--- config.mk ---
export PLATFORM = sky130hd
export DESIGN_NAME = upcounter_sched
export DESIGN_NICKNAME = d
export VERILOG_FILES = /design/src/rtl/upcounter_sched.sv
export SDC_FILE = /design/constraint.sdc
export NUM_CORES = 1
export LEC_CHECK = 0
export BUFFER_PORTS_ARGS = -buffer_cell sky130_fd_sc_hd__buf_2
export CAP_MARGIN = 20
export CORE_MARGIN = 5
export CORE_UTILIZATION = 45
export CTS_CLUSTER_SIZE = 10
export DETAILED_ROUTE_END_ITERATION = 12
export PLACE_DENSITY = 0.77
export SYNTH_ARGS = -nofsm -noshare
export SYNTH_HDL_FRONTEND = slang
export SYNTH_SLANG_ARGS = --single-unit
--- constraint.sdc ---
create_clock -name clock -period 5.5 [get_ports clock]
set_input_delay 0.825 -clock clock [delete_from_list [all_inputs] [get_ports clock]]
set_output_delay 0.825 -clock clock [all_outputs]
set_load 0.005 [all_outputs]
--- src/rtl/upcounter_sched.sv ---
// Round-robin scheduler that lends one shared 8-bit UpCounter to NUM_REQ requesters.
// Each grant clears the counter, enables it for len cycles, and returns the final count.
module upcounter_sched #(
  parameter int NUM_REQ = 4,
  parameter int WIDTH   = 8,
  parameter int LEN_W   = 8
) (
  input  logic                     clock,
  input  logic                     reset,
  input  logic [NUM_REQ-1:0]       req_i,
  input  logic [NUM_REQ*LEN_W-1:0] len_i,
  input  logic [WIDTH-1:0]         cnt_value_i,
  output logic                     cnt_clr_o,
  output logic                     cnt_en_o,
  output logic [NUM_REQ-1:0]       gnt_o,
  output logic                     busy_o,
  output logic                     done_o,
  output logic                     abort_o,
  output logic [WIDTH-1:0]         result_o
);

  localparam int IDX_W = (NUM_REQ > 1) ? $clog2(NUM_REQ) : 1;

  typedef enum logic [1:0] {IDLE, CLEAR, RUN, DONE} state_t;

  state_t           state, state_nxt;
  logic [IDX_W-1:0] ptr, owner, pick, cand;
  logic [IDX_W:0]   sum;
  logic             pick_valid;
  logic [LEN_W-1:0] rem;
  logic             aborted;
  logic             owner_req;
  logic [LEN_W-1:0] len_arr [NUM_REQ];

  for (genvar k = 0; k < NUM_REQ; k++) begin : g_len
    assign len_arr[k] = len_i[k*LEN_W +: LEN_W];
  end

  assign owner_req = req_i[owner];

  // Walk downward so the closest set bit at or after ptr is the last one written.
  always_comb begin
    pick       = '0;
    pick_valid = 1'b0;
    sum        = '0;
    cand       = '0;
    for (int i = NUM_REQ - 1; i >= 0; i--) begin
      sum = {1'b0, ptr} + (IDX_W+1)'(i);
      if (sum >= (IDX_W+1)'(NUM_REQ)) begin
        sum = sum - (IDX_W+1)'(NUM_REQ);
      end
      cand = sum[IDX_W-1:0];
      if (req_i[cand]) begin
        pick       = cand;
        pick_valid = 1'b1;
      end
    end
  end

  always_comb begin
    state_nxt = state;
    cnt_clr_o = 1'b0;
    cnt_en_o  = 1'b0;
    case (state)
      IDLE: begin
        if (pick_valid) begin
          state_nxt = CLEAR;
        end
      end
      CLEAR: begin
        cnt_clr_o = 1'b1;
        if (!owner_req || rem == '0) begin
          state_nxt = DONE;
        end else begin
          state_nxt = RUN;
        end
      end
      RUN: begin
        // A dropped request silences the enable in the very cycle it falls.
        if (!owner_req) begin
          state_nxt = DONE;
        end else begin
          cnt_en_o = 1'b1;
          if (rem == LEN_W'(1)) begin
            state_nxt = DONE;
          end
        end
      end
      DONE: begin
        state_nxt = IDLE;
      end
      default: begin
        state_nxt = IDLE;
      end
    endcase
  end

  always_comb begin
    gnt_o = '0;
    if (state != IDLE) begin
      gnt_o[owner] = 1'b1;
    end
  end

  assign busy_o  = (state != IDLE);
  assign done_o  = (state == DONE);
  assign abort_o = (state == DONE) && aborted;

  always_ff @(posedge clock or negedge reset) begin
    if (!reset) begin
      state    <= IDLE;
      ptr      <= '0;
      owner    <= '0;
      rem      <= '0;
      aborted  <= 1'b0;
      result_o <= '0;
    end else begin
      state <= state_nxt;
      case (state)
        IDLE: begin
          if (pick_valid) begin
            owner   <= pick;
            rem     <= len_arr[pick];
            aborted <= 1'b0;
          end
        end
        CLEAR: begin
          if (!owner_req) begin
            aborted <= 1'b1;
          end
        end
        RUN: begin
          if (!owner_req) begin
            aborted <= 1'b1;
          end else begin
            rem <= rem - 1'b1;
          end
        end
        DONE: begin
          result_o <= cnt_value_i;
          ptr      <= (owner == IDX_W'(NUM_REQ - 1)) ? '0 : owner + 1'b1;
        end
        default: begin
        end
      endcase
    end
  end

endmodule

==> results_dict.tcl <==
set metrics [dict create \
    outcome "completed" \
    slowest_stage "mux4_2" \
    core_sq_mm 0.00366 \
    final_cell_mix "62 x buf_2, 23 x dfrtp_1, 18 x mux2i_1, 17 x mux2_2" \
    critPathLaunchType "primary input" \
    wl_per_cell_um 13.6 \
    critical_path_class "primary input to primary output" \
    grt_pass1_vias 1411 \
    setup_ws_ns 2.82 \
    pre_cts_ws_ns 2.82 \
    rsz0062_at_grt "no" \
    dp_cells 269 \
    grt_max_degree 24 \
    slew_viol_final 0 \
    ys_async_sr_fraction_pct 100 \
    die_area_sq_mm 0.00508 \
    vdd_drop_max_v 0.000269 \
    p_leak_nw 0.985 \
    ios 63 \
    clock_path_buffers 2 \
    cts_sinks 23 \
    r2r_cells 8 \
    utilization_pct 57.0 \
    max_clock_freq_ghz 0.373 \
    max_stage_delay_ns 0.56 \
    drtPass1Iterations 4 \
    die_x_um 71.3 \
    viasPerCell 5.22 \
    hold_slack_ns 0.506 \
    routed_wl_mm 3.70 \
    cts_setup_buffers 0 \
    avgSynthCellArea_sq_um 10.4 \
    power_density_mw_per_mm2 520 \
    dpl_cell_area_sq_mm 0.00204 \
    holdBufCountCts 0 \
    vias 1425 \
    cts_resized 0 \
    port_buffers 62 \
    numCtsBuffers 3 \
    drc 0 \
    area_growth_pct 23.5 \
    maxSlewHeadroom_pct 58.8 \
    num_rows 22 \
    hold_path_class "flip-flop to flip-flop" \
    cts_max_level 1 \
    antennaDiodeCount 0 \
    combinationalPowerShare_pct 58.7 \
    instances_no_fill 273 \
    setup_viol 0 \
    die_h_um 71.3 \
    start_util_pct 46.2 \
    required_ns 4.68 \
    final.setup_skew_ns 0.00255 \
    seq_area_frac_synth_pct 34.0 \
    drive_above_1_share_pct 42.2 \
    endpoint_kind "primary output" \
    timing.critical_path.mode_cell "buf_2" \
    switching_power_mw 0.445 \
    antenna_found_initial 0 \
    pwr-share-seq_pct 30.9 \
    p_sw_share_pct 41.0 \
    dp_hpwl_mm 2.88 \
    cap_violations 0 \
    ant_nets 0 \
    post-route-min-period_ns 2.68 \
    synth_edf_count 0 \
    worst_pin_slew_ns 0.616 \
    fin_nets 282 \
    path_max_fanout 6 \
    clkPwrFrac_pct 10.4 \
    syn_area_sq_mm 0.00169 \
    gr-total-overflow 0 \
    clockRootBuffer "clkbuf_8" \
    drt_iter0_markers 33 \
    clk_pin_slew_ns 0.09 \
    tns_ns 0 \
    grt_usage_pct 15.2 \
    synth_flop_cell "dfrtp_1" \
    post-route-cell-area_sq_mm 0.00209 \
    yosysWarnings 0 \
    grt_pass1_wl_mm 6.33 \
    clk_latency_ns 0.27 \
    holdPathStages 1 \
    p_int_mw 0.641 \
    yosys.cell_types.count 43 \
    min_period_over_period_pct 48.7 \
    synth_nets 219 \
    synth_cells 163 \
    final_common_cell "buf_2" \
    finalPower_mw 1.09 \
    finalHoldViolCount 0 \
    crit_arrival_ns 1.85 \
    ys_ff_latch 23 \
    globalplace.congestion 0.872 \
    path_cells "buf_2, mux4_2, and2_4, buf_2" \
    cts_tree "yes" \
]
==> metal layers <==
| metal | track usage [%] | part of all wire [%] |
|---|---|---|
| met1 | 19.8 | 45 |
| met4 | 6.89 | 2.3 |
| met3 | 2.24 | 5.3 |
| met2 | 24.9 | 47 |
| met5 | 0 | 0 |
==> cell families after synthesis <==
| group | count (synthesis) | synth area share [%] |
|---|---|---|
| AND/OR/NAND/NOR | 47 | 15.5 |
| multiplexers | 36 | 23.3 |
| AO/OA/AOI/OAI | 29 | 14.1 |
| flip-flops | 23 | 34.0 |
| buffers and inverters | 14 | 3.55 |
| adder cells (fa/ha/maj) | 10 | 7.40 |
| XOR/XNOR | 4 | 2.07 |
==> cell usage after synthesis, types with 3 or more instances <==
cell / n / area, sq um
dfrtp_1: 23 / 576
nor2_1: 11 / 41.3
nor3_1: 3 / 15.0
a21oi_1: 7 / 35.0
xnor2_1: 3 / 26.3
mux2i_1: 18 / 180
mux2_2: 17 / 191
ha_1: 10 / 125
nor2b_1: 5 / 31.3
nand2_1: 11 / 41.3
inv_1: 9 / 33.8
nand3b_1: 3 / 22.5
o21ai_0: 3 / 15.0
==> registers in the layout, indices dropped and copies added, names as in the netlist <==
signal and count:
owner 2, aborted 1, state 2, rem 8
ptr 2, result_o 8
==> final cells by class <==
class	instances	area (sq um)
flip-flops and latches	23	576
fillers	326	1570
well taps	48	60.1
multi-input cells	126	1050
clock buffers	3	41.3
clock inverters	1	7.51
repair buffers	62	310
inverters	10	37.5
==> final timing paths <==
path | from | end | slack [ns]
max | req_i[3] | cnt_en_o | 2.82
min | result_o[4] | result_o[4] | 0.51
max reg2reg | state[0] | rem[3] | 3.22
min reg2reg | result_o[4] | result_o[4] | 0.51
max in group asynchronous | reset | ptr[1] | 4.63
min in group asynchronous | reset | result_o[4] | 0.52
==> power groups by stage <==
stage / Combinational [mW] / Clock (mW) / Sequential (mW)
after global placement: 0.634 / 0 / 0.334
after floorplan: 0.484 / 0 / 0.325
final: 0.638 / 0.112 / 0.336
after detailed placement: 0.645 / 0 / 0.337
after global routing: 0.716 / 0.119 / 0.350
after CTS: 0.649 / 0.114 / 0.335
==> critical path: cells and delay by family <==
kind | cells | cell delay (ns)
AND/OR/NAND/NOR | 1 | 0.20
buffers and inverters | 2 | 0.26
multiplexers | 1 | 0.56
Power figures use the tool's default switching activity.
